$ cat src/rtl/csi_header_scheduler.sv
// csi_header_scheduler
// Arbitrates frame-start / frame-end / long-packet header requests, builds the
// 24-bit CSI-2 packet header, appends the 6-bit Hamming ECC and presents the
// 32-bit header on a valid/ready stream. Keeps the frame counter.
// Optional feature macro: CSI_LINE_SYNC_EN adds line-start / line-end headers
// and the line counter.
module csi_header_scheduler #(
  parameter logic [1:0]  VC        = 2'd0,
  parameter logic [15:0] FRAME_MAX = 16'hFFFF,
  parameter int          DT_CHECK  = 1
) (
  input  logic        clk,
  input  logic        resetn,
  input  logic        fs_req,
  output logic        fs_ack,
  input  logic        fe_req,
  output logic        fe_ack,
  input  logic        lp_req,
  input  logic [5:0]  lp_dt,
  input  logic [15:0] lp_wc,
  output logic        lp_ack,
  output logic [31:0] hdr_data,
  output logic        hdr_short,
  output logic        hdr_valid,
  input  logic        hdr_ready,
  output logic [15:0] frame_num,
  output logic        dt_err,
`ifdef CSI_LINE_SYNC_EN
  input  logic        ls_req,
  output logic        ls_ack,
  input  logic        le_req,
  output logic        le_ack,
  output logic [15:0] line_num,
`endif
  output logic        busy
);

  localparam logic [15:0] FRAME_INIT = (FRAME_MAX == 16'd0) ? 16'd0 : 16'd1;

  typedef enum logic [1:0] {S_IDLE, S_BUILD, S_OUT} state_t;
  typedef enum logic [2:0] {K_FS, K_FE, K_LS, K_LE, K_LP} kind_t;

  state_t      r_state;
  state_t      w_next;
  kind_t       r_kind;
  kind_t       w_kind;
  logic        r_live;
  logic [7:0]  r_byte0;
  logic [15:0] r_field;
  logic        r_short;
  logic [31:0] r_hdr_data;
  logic        r_hdr_short;
  logic        r_hdr_valid;
  logic [15:0] r_frame_num;
  logic        w_load;
  logic [5:0]  w_dt;
  logic [15:0] w_field;
  logic        w_short;
  logic [23:0] w_d;
  logic [5:0]  w_ecc;
  logic        w_hs;
`ifdef CSI_LINE_SYNC_EN
  logic [15:0] r_line_num;
`endif

  // Grants stay off until the first clock after reset release, so a request
  // held through reset never produces an ack while reset is asserted.
  always_ff @(posedge clk or negedge resetn) begin
    if (!resetn) r_live <= 1'b0;
    else         r_live <= 1'b1;
  end

  // FSM state register.
  always_ff @(posedge clk or negedge resetn) begin
    if (!resetn) r_state <= S_IDLE;
    else         r_state <= w_next;
  end

  // Next state, fixed-priority grant, ack/dt_err pulses and header field selection.
  always_comb begin
    w_next  = r_state;
    w_load  = 1'b0;
    w_dt    = 6'd0;
    w_field = 16'd0;
    w_short = 1'b0;
    w_kind  = K_LP;
    fs_ack  = 1'b0;
    fe_ack  = 1'b0;
    lp_ack  = 1'b0;
    dt_err  = 1'b0;
`ifdef CSI_LINE_SYNC_EN
    ls_ack  = 1'b0;
    le_ack  = 1'b0;
`endif
    case (r_state)
      S_IDLE: begin
        if (r_live) begin
          if (fe_req) begin
            fe_ack = 1'b1; w_load = 1'b1; w_dt = 6'h01;
            w_field = r_frame_num; w_short = 1'b1; w_kind = K_FE;
          end else if (fs_req) begin
            fs_ack = 1'b1; w_load = 1'b1; w_dt = 6'h00;
            w_field = r_frame_num; w_short = 1'b1; w_kind = K_FS;
`ifdef CSI_LINE_SYNC_EN
          end else if (le_req) begin
            le_ack = 1'b1; w_load = 1'b1; w_dt = 6'h03;
            w_field = r_line_num; w_short = 1'b1; w_kind = K_LE;
          end else if (ls_req) begin
            ls_ack = 1'b1; w_load = 1'b1; w_dt = 6'h02;
            w_field = r_line_num; w_short = 1'b1; w_kind = K_LS;
`endif
          end else if (lp_req) begin
            lp_ack = 1'b1;
            if ((DT_CHECK != 0) && (lp_dt < 6'h10)) begin
              dt_err = 1'b1;
            end else begin
              w_load = 1'b1; w_dt = lp_dt;
              w_field = lp_wc; w_short = 1'b0; w_kind = K_LP;
            end
          end
        end
        if (w_load) w_next = S_BUILD;
      end
      S_BUILD: w_next = S_OUT;
      S_OUT:   if (hdr_ready) w_next = S_IDLE;
      default: w_next = S_IDLE;
    endcase
  end

  // Latch the granted header fields on the ack cycle.
  always_ff @(posedge clk or negedge resetn) begin
    if (!resetn) begin
      r_byte0 <= 8'd0;
      r_field <= 16'd0;
      r_short <= 1'b0;
      r_kind  <= K_LP;
    end else if (w_load) begin
      r_byte0 <= {VC, w_dt};
      r_field <= w_field;
      r_short <= w_short;
      r_kind  <= w_kind;
    end
  end

  assign w_d = {r_field, r_byte0};

  assign w_ecc[0] = w_d[0] ^ w_d[1] ^ w_d[2] ^ w_d[4] ^ w_d[5] ^ w_d[7] ^ w_d[10] ^ w_d[11] ^
                    w_d[13] ^ w_d[16] ^ w_d[20] ^ w_d[21] ^ w_d[22] ^ w_d[23];
  assign w_ecc[1] = w_d[0] ^ w_d[1] ^ w_d[3] ^ w_d[4] ^ w_d[6] ^ w_d[8] ^ w_d[10] ^ w_d[12] ^
                    w_d[14] ^ w_d[17] ^ w_d[20] ^ w_d[21] ^ w_d[22] ^ w_d[23];
  assign w_ecc[2] = w_d[0] ^ w_d[2] ^ w_d[3] ^ w_d[5] ^ w_d[6] ^ w_d[9] ^ w_d[11] ^ w_d[12] ^
                    w_d[15] ^ w_d[18] ^ w_d[20] ^ w_d[21] ^ w_d[22];
  assign w_ecc[3] = w_d[1] ^ w_d[2] ^ w_d[3] ^ w_d[7] ^ w_d[8] ^ w_d[9] ^ w_d[13] ^ w_d[14] ^
                    w_d[15] ^ w_d[19] ^ w_d[20] ^ w_d[21] ^ w_d[23];
  assign w_ecc[4] = w_d[4] ^ w_d[5] ^ w_d[6] ^ w_d[7] ^ w_d[8] ^ w_d[9] ^ w_d[16] ^ w_d[17] ^
                    w_d[18] ^ w_d[19] ^ w_d[20] ^ w_d[22] ^ w_d[23];
  assign w_ecc[5] = w_d[10] ^ w_d[11] ^ w_d[12] ^ w_d[13] ^ w_d[14] ^ w_d[15] ^ w_d[16] ^
                    w_d[17] ^ w_d[18] ^ w_d[19] ^ w_d[21] ^ w_d[22] ^ w_d[23];

  assign w_hs = r_hdr_valid && hdr_ready;

  // Register the finished header in BUILD and hold it until the stream handshake.
  always_ff @(posedge clk or negedge resetn) begin
    if (!resetn) begin
      r_hdr_data  <= 32'd0;
      r_hdr_short <= 1'b0;
      r_hdr_valid <= 1'b0;
    end else if (r_state == S_BUILD) begin
      r_hdr_data  <= {2'b00, w_ecc, w_d};
      r_hdr_short <= r_short;
      r_hdr_valid <= 1'b1;
    end else if (w_hs) begin
      r_hdr_valid <= 1'b0;
    end
  end

  // Frame counter advances when an FE header is accepted downstream.
  always_ff @(posedge clk or negedge resetn) begin
    if (!resetn) begin
      r_frame_num <= FRAME_INIT;
    end else if (w_hs && (r_kind == K_FE)) begin
      if (FRAME_MAX == 16'd0)           r_frame_num <= 16'd0;
      else if (r_frame_num >= FRAME_MAX) r_frame_num <= 16'd1;
      else                               r_frame_num <= r_frame_num + 16'd1;
    end
  end

`ifdef CSI_LINE_SYNC_EN
  // Line counter restarts on FS acceptance and advances on LE acceptance.
  always_ff @(posedge clk or negedge resetn) begin
    if (!resetn) begin
      r_line_num <= 16'd1;
    end else if (w_hs && (r_kind == K_FS)) begin
      r_line_num <= 16'd1;
    end else if (w_hs && (r_kind == K_LE)) begin
      if (r_line_num == 16'hFFFF) r_line_num <= 16'd1;
      else                        r_line_num <= r_line_num + 16'd1;
    end
  end

  assign line_num = r_line_num;
`endif

  assign hdr_data  = r_hdr_data;
  assign hdr_short = r_hdr_short;
  assign hdr_valid = r_hdr_valid;
  assign frame_num = r_frame_num;
  assign busy      = (r_state != S_IDLE);

endmodule

$ cat config.mk
export PLATFORM = sky130hd
export DESIGN_NAME = csi_header_scheduler
export DESIGN_NICKNAME = d
export VERILOG_FILES = /design/src/rtl/csi_header_scheduler.sv
export SDC_FILE = /design/constraint.sdc
export NUM_CORES = 1
export LEC_CHECK = 0
export CORE_ASPECT_RATIO = 0.8
export CORE_MARGIN = 10
export CORE_UTILIZATION = 37
export DETAILED_ROUTE_END_ITERATION = 12
export HOLD_SLACK_MARGIN = 0.12
export PLACE_DENSITY = 0.67
export SYNTH_ARGS = -nofsm -noshare
export SYNTH_HDL_FRONTEND = slang
export SYNTH_SLANG_ARGS = --single-unit
$ cat constraint.sdc
create_clock -name clk -period 1.9 [get_ports clk]
set_input_delay 0.285 -clock clk [delete_from_list [all_inputs] [get_ports clk]]
set_output_delay 0.285 -clock clk [all_outputs]
set_load 0.01 [all_outputs]
Word-level counts from Yosys, hierarchy flattened
Index checks and enable logic that the tools add are counted.
{"block": "totals", "elab_cells": 141, "memories": 0, "romBits": 0, "output_inout_bits": 55, "latchBits": 0, "in_bits": 28, "mem_bits_rw": 0, "reg_bits": 75}
{"block": "classes", "mul": 0, "add_sub_neg": 1, "n_mux": 50, "div_mod_pow": 0, "shifts": 0, "bitwise": 67, "reduce_logical": 6, "eq_ne": 5, "magnitude_cmp": 2}
{"operator": "16-bit 2-to-1 mux", "count": 7}
{"operator": "1-bit bitwise XOR", "count": 67}
{"operator": "6-bit 2-to-1 mux", "count": 6}
{"operator": "1-bit 2-to-1 mux", "count": 30}
{"operator": "16-bit by 1-bit adder with 16-bit output, second input constant", "count": 1}
{"operator": "16-bit >= comparator, second input constant", "count": 1}
{"operator": "3-bit 2-to-1 mux", "count": 4}
{"operator": "6-bit by 5-bit < comparator with 1-bit output, second input constant", "count": 1}
{"operator": "2-bit case mux with 3 select lines", "count": 1}
{"operator": "2-bit 2-to-1 mux", "count": 2}
{"operator": "2-bit nonzero test", "count": 2}
{"operator": "3-bit by 1-bit == test with 1-bit output, second input constant", "count": 1}
{"operator": "2-bit by 1-bit == test with 1-bit output, second input constant", "count": 1}
{"operator": "2-bit == test, second input constant", "count": 1}
{"operator": "1-bit logical AND", "count": 2}
{"operator": "2-bit logical NOT", "count": 1}
{"operator": "2-bit by 1-bit != test with 1-bit output, second input constant", "count": 1}
{"operator": "2-bit != test, second input constant", "count": 1}
{"operator": "2-bit AND reduction", "count": 1}

Depth between registers and ports, before layout
Gate-level depths: netlist of the first run.
{"block": "logic_depth", "word_depth": 12, "mapped_depth": 7, "depth_no_buf": 5}

Worst setup path after synthesis of the first run
OpenSTA, ideal clock, no wires.
{"block": "synth_path", "kind": "reg2reg", "startpoint": "register r_frame_num[0] (netlist: frame_num[0])", "endpoint": "register r_frame_num[11] (netlist: frame_num[11])", "required_ns": 1.776, "stages_incl_launch_ff": 7, "path_slack_ns": 0.034, "arrival_time_ns": 1.742, "period_less_slack_ns": 1.866, "setup_ns": 0.124, "path_buffers": 1, "path_cell_list": "dfstp_2 ha_1 nand3_1 nor4_1 and2_0 buf_2 o21bai_1"}
{"block": "synth_via", "elab_chain_cells": 2, "elab_cells_between_ends": 3, "cone_classes": "1 x add/sub; 1 x order compare; 1 x mux"}
{"element": "start: declaration", "line_no": "54", "source": "logic [15:0] r_frame_num;"}
{"element": "start signal: assignment", "line_no": "184", "source": "else r_frame_num <= r_frame_num + 16'd1;"}
{"element": "16-bit by 1-bit adder with 16-bit output / 16-bit >= comparator (equally long branches)", "line_no": "184, 183"}
{"element": "16-bit 2-to-1 mux (*)", "line_no": "183", "source": "else if (r_frame_num >= FRAME_MAX) r_frame_num <= 16'd1;"}
Mark *: on every way between the ends. The rest lies on a longest branch, timed or not.
A chain may end at the register's enable or synchronous reset.

Final worst setup path of the first run
{"block": "layout_path", "startpoint": "register r_state[0]", "endpoint": "output port fs_ack"}
{"block": "layout_via", "elab_chain_cells": 2}
{"element": "start: declaration", "line_no": "43", "source": "state_t r_state;"}
{"element": "start signal: assignment", "line_no": "76", "source": "else r_state <= w_next;"}
{"element": "2-bit logical NOT", "line_no": "95", "source": "case (r_state)"}
{"element": "1-bit 2-to-1 mux", "line_no": "95"}
{"element": "end: declaration", "line_no": "15", "source": "output logic fs_ack,"}
No other way between the ends.

==> impl_metrics.toml, run 1 <==
[yosys]
synthArstFlopShare = 1.00
yosys-top-cells-area = "dfrtp_1 (50%), mux2_2 (7.9%), xnor2_1 (7.3%)"
synth_cell_type_count = 42
synth_compound_area_frac = 0.0883
synth-simple-area-share = 0.129
ys_ff_latch = 74
synth_fa_ha_area_frac = 0.00349
syn_area_per_cell_um2 = 11.7
synth_xor_area_frac = 0.156
yosys.area.top_type = "dfrtp_1"
synth_top_area_frac = 0.502
synth.cell_area_mm2 = 0.00359
synthTopCellsByCount = "dfrtp_1 (72), nor2_1 (40), xnor2_1 (30)"
synth_top_family_by_area = "XOR/XNOR gates"
synthCells = 306
synthFlopType = "dfrtp_1"
yosys_warnings = 0
yosysMostFrequentCell = "dfrtp_1"
ys_seq_area_frac = 0.517
synth_mux_area_frac = 0.0785
synth-edff-count = 0

[global_routing]
overflow = 0
grt_max_degree = 75
grt_pass1_vias = 2814
grt.total_usage = 0.134
antenna_found_initial = 0
grt_pass1_wl_um = 14800

[clock_tree]
htree_levels = 3
clkSinkCount = 74
cts.clk_slew.worst_paths_ns = 0.05
cts_tree = "built"
cts_buffer_depth = 2
cts_root_buf = "clkbuf_16"
worstSkewPairLatency_ns = 0.33
numCtsBuffers = 9

[finish]
drive_above_1_share = 0.232
final_cells = 541
fin_util = 0.540
area_growth_pct = 44.2
diodes = 0
final_area_mm2 = 0.00517
final_nets = 446

[floorplanning]
die_w_um = 130
top_level_ports = 83
num_rows = 32
start_util = 0.375
coreArea_mm2 = 0.00957
die_area_mm2 = 0.0141
die_h_um = 108

[place]
gp_congestion = 0.780
hpwlAfterDp_um = 6890
portBuffers = 78
dp_slack_ns = -0.189
dpl.cell_count = 521
dpl-instance-area_mm2 = 0.00473

[min_path]
min_path_type = "flop to flop"
min_delay_path_depth = 2
min_from = "hdr_data[26]"

[critical_path]
r2r-start = "r_state[0]"
critical_path.endpoint = "fs_ack"
path_max_fanout = 4
worstPathRequired_ns = 1.62
arrival_ns = 1.55
worst-r2r-cell-count = 6
crit_path_start = "r_state[0]"
crit_type = "flop to output port"
rrSetupSlack_ns = 0.07
start_kind = "flop"
r2r-end = "r_field[11]"
cp-end-kind = "output port"

[drt]
met3_length_um = 657
wirelength_um = 9090
routed-via-count = 2657
wl_per_cell_um = 16.8
via_per_inst = 4.91
ant_nets = 0
drc = 0
wl_met1_um = 4230
initialDrtViolationCount = 185
routed.top_layer = "met4"
met2WireLength_um = 4140
drt_first_pass_iters = 4

[pwr]
switching_power_uw = 2880
intPower_uw = 6300
power_frac_seq = 0.294
vdd_ir_drop_max_v = 0.00120
p_leak_uw = 0.00233
pwr-share-clk = 0.216
pwr-share-comb = 0.490
switching_share = 0.314
power_density_mw_per_mm2 = 1780

[timing]
min_period_ns = 1.83
whs_ns = 0.476
layout_setup_ws_ns = 0.0658
hold_viol_final = 0
rsz0062_at_grt = "true"
final_max_slew_viol_count = 0
setup_viol = 0
max_freq_mhz = 545
min_period_over_period = 0.965
skew_ns = 0.00810

[run_status]
status = "complete, no violations"

[run]
maxCapViolCount = 0
power groups by stage:
stage	logic, µW	clock network [µW]	registers (µW)
6_report	4500	1990	2700
5_1_grt	4870	2080	2800
4_1_cts	4530	2010	2700
3_5_place_dp	4470	0	2730
3_3_place_gp	4420	0	2710
2_1_floorplan	2820	0	2760
registers in the layout, summed over array words and instances (netlist names):
| signal | flops |
|---|---|
| frame_num | 16 |
| hdr_data | 28 |
| hdr_short | 1 |
| r_field | 16 |
| hdr_valid | 1 |
| r_short | 1 |
| r_kind | 2 |
| r_live | 1 |
| r_byte0 | 6 |
| r_state | 2 |
how the worst min path moves through the flow:
stage                    end  slack, ns
3_5_place_dp     hdr_data[4]       0.35
6_report        hdr_data[26]       0.48
5_1_grt         hdr_data[24]       0.51
2_1_floorplan  frame_num[10]      -0.01
4_1_cts         hdr_data[24]       0.48
3_3_place_gp     hdr_data[4]       0.35
critical path, stage by stage, from the launching register on:
cell and delay, ns:
dfrtp_1 0.41, or3b_4 0.41, nor3b_2 0.16, clkdlybuf4s15_2 0.24
per-stage QoR:
step,total power (µW),TNS (ns)
2_1_floorplan,5580,0
3_3_place_gp,7130,-0.560
3_5_place_dp,7200,-0.842
4_1_cts,9250,0
5_1_grt,9740,-0.0441
6_report,9190,0
kinds of logic (layout without fill, tap and decap cells):
family | Yosys count | in the layout
AO/OA/AOI/OAI | 45 | 45
other | 2 | 5
multiplexers | 25 | 25
XOR/XNOR | 48 | 48
flip-flops | 74 | 74
AND/OR/NAND/NOR | 91 | 91
adder cells (fa/ha/maj) | 1 | 1
buffers and inverters | 20 | 133
final cells by class:
| cell class | instances | area (µm²) |
|---|---|---|
| Inverter | 3 | 11.3 |
| Fill cell | 837 | 4400 |
| Sequential cell | 74 | 1850 |
| Clock inverter | 4 | 97.6 |
| Clock buffer | 12 | 256 |
| Tap cell | 119 | 149 |
| Timing Repair Buffer | 114 | 1090 |
| Multi-Input combinational cell | 215 | 1710 |
per-layer routing:
layer | track usage | up-vias
li1 | - | 1290
met1 | 0.173 | 1292
met2 | 0.207 | 68
met3 | 0.0519 | 7
met4 | 0.0353 | 0
met5 | 0 | -
placed cells by master (no fill, tap or decap), types with 9 or more instances in the layout:
cell type / n
clkbuf_16: 9
xnor2_1: 30
nor2_1: 40
a221oi_1: 9
o21ai_0: 14
xnor3_1: 10
buf_4: 31
clkdlybuf4s50_1: 72
nand2_1: 16
mux2_2: 25
dfrtp_1: 72
timing repair:
item / CTS / global route
hold endpoints to repair: 72 / 0
endpoints found under the setup margin: 5 / 16
gates resized for setup: 11 / 10
buffers inserted: 1 / 2
pin swaps: 2 / 2
hold buffers: 1 / 0
Power figures use the tool's default switching activity.
==> inputs of run 2 (changes only) <==
--- a/config.mk
+++ b/config.mk
@@ -7,10 +7,10 @@
 export LEC_CHECK = 0
 export CORE_ASPECT_RATIO = 0.8
 export CORE_MARGIN = 10
-export CORE_UTILIZATION = 37
+export CORE_UTILIZATION = 45
 export DETAILED_ROUTE_END_ITERATION = 12
 export HOLD_SLACK_MARGIN = 0.12
-export PLACE_DENSITY = 0.67
+export PLACE_DENSITY = 0.79
 export SYNTH_ARGS = -nofsm -noshare
 export SYNTH_HDL_FRONTEND = slang
 export SYNTH_SLANG_ARGS = --single-unit
==> constraint.sdc (replaced) <==
create_clock -name clk -period 1.65 [get_ports clk]
set_input_delay 0.2475 -clock clk [delete_from_list [all_inputs] [get_ports clk]]
set_output_delay 0.2475 -clock clk [all_outputs]
set_load 0.01 [all_outputs]
==> impl_metrics.toml, run 2 (synthesized netlist as in run 1, its figures left out) <==
[run_status]
status = "complete, but fails checks"
violations = "negative setup slack"

[global_routing]
grt_pass1_vias = 3024
grt_pass1_wl_um = 15800
overflow = 0
antenna_found_initial = 0
grt_max_degree = 75
grt.total_usage = 0.165

[floorplanning]
start_util = 0.458
coreArea_mm2 = 0.00784
top_level_ports = 83
die_h_um = 99.8
num_rows = 29
die_w_um = 120
die_area_mm2 = 0.0120

[pwr]
power_density_mw_per_mm2 = 1970
p_leak_uw = 0.00267
total_power_uw = 11300
vdd_ir_drop_max_v = 0.00129

[timing]
setup_viol = 21
whs_ns = 0.455
hold_viol_final = 0
final_max_slew_viol_count = 0
relSlewSlack = 0.637
rsz0062_at_grt = "true"
min_period_over_period = 1.12
layout_setup_ws_ns = -0.201
min_period_ns = 1.85
skew_ns = 0.00772
max_freq_mhz = 540
worstMarginPinSlew_ns = 0.539

[finish]
final_cell_mix = "buf_4 (61), dfrtp_1 (58), clkdlybuf4s50_1 (58)"
area_growth_pct = 60.1
final_nets = 486
largest_register_ffs = 28
drive_above_1_share = 0.398
final_common_cell = "buf_4"
fillCellCount = 495
fin_util = 0.732
diodes = 0
multi_input_area_mm2 = 0.00204
seqCellArea_mm2 = 0.00187

[drt]
initialDrtViolationCount = 204
via_per_inst = 5.28
routed-via-count = 3011
ant_nets = 0
wirelength_um = 11300
wl_per_cell_um = 19.9
drc = 0
drt_first_pass_iters = 4

[critical_path]
start_kind = "flop"
cp-end-kind = "output port"
worstPathRequired_ns = 1.40
arrival_ns = 1.60
crit_type = "flop to output port"
path_max_fanout = 4

[place]
hpwlAfterDp_um = 7360
gp_congestion = 0.880
dp_slack_ns = -0.475
portBuffers = 78

[clock_tree]
cts.clk_slew.worst_paths_ns = 0.09
numCtsBuffers = 9
cts_tree = "built"
clkSinkCount = 74
htree_levels = 3
worstSkewPairLatency_ns = 0.36
cts_root_buf = "clkbuf_8"
cts_buffer_depth = 2

[min_path]
min_path_type = "input pin to async pin"

[run]
maxCapViolCount = 0
[run 2: cell types whose count changed in the layout (fill, tap and decap cells not counted), moves of 7 or more]
cell / previous run / this run
dlygate4sd2_1: 3 / 10
xnor2_2: 0 / 9
clkbuf_8: 2 / 10
dfrtp_1: 72 / 58
a221oi_4: 0 / 10
buf_4: 31 / 61
dfrtp_2: 0 / 14
clkdlybuf4s50_1: 72 / 58
a221oi_1: 9 / 1
xnor2_1: 30 / 21
[run 2: final cells by class]
cell class / instances / share of cell area
Clock inverter: 6 / 0.0126
Clock buffer: 10 / 0.0240
Tap cell: 108 / 0.0235
Inverter: 3 / 0.00283
Multi-Input combinational cell: 215 / 0.355
Sequential cell: 74 / 0.326
Timing Repair Buffer: 154 / 0.256
[run 2: repair_timing]
| action | CTS | global route |
|---|---|---|
| endpoints found under the hold margin | 72 | 0 |
| setup endpoints to repair | 38 | 40 |
| buffers inserted | 4 | 8 |
| hold buffers | 1 | 0 |
| gates resized for setup | 49 | 65 |
| pin swaps | 12 | 17 |
| gates cloned | 0 | 3 |
[run 2: path summary, 6_finish.rpt]
path | from | end | slack [ns] | cells past startpoint
worst max-delay path | r_state[0] | dt_err | -0.20 | 4
worst min-delay path | resetn | hdr_data[13] | 0.45 | 3
worst max register to register | r_state[1] | r_field[11] | -0.11 | 5
worst min register to register | hdr_data[12] | hdr_data[12] | 0.51 | 1
max in group asynchronous | resetn | frame_num[0] | 0.86 | 3
min in group clk | lp_dt[1] | r_byte0[1] | 0.50 | 2
[run 2: power by group]
group / internal, µW / total, µW / switching (µW)
clock: 756 / 1500 / 747
combinational: 4090 / 6710 / 2620
sequential: 2500 / 3100 / 594
total: 7350 / 11300 / 3960
[run 2: layer usage]
metal  global-route usage  share of wire
met2                0.276           0.51
met4               0.0370          0.016
met3               0.0639          0.069
met5                    0              0
met1                0.197           0.41
[run 2: through the flow]
| stage | TNS (ns) | cells | cell area, µm² |
|---|---|---|---|
| 2_1_floorplan | -0.0815 | 309 | 3620 |
| 3_3_place_gp | -7.71 | 538 | 4960 |
| 3_5_place_dp | -8.92 | 538 | 4960 |
| 4_1_cts | -0.497 | 559 | 5290 |
| 5_1_grt | -2.88 | 570 | 5740 |
| 6_report | -1.17 | 570 | 5740 |
[run 2: critical path, stage by stage, from the launching register on]
cell and delay [ns]:
dfrtp_1 0.43, nor3b_2 0.27, and3_1 0.22, nor3b_2 0.18
buf_2 0.16
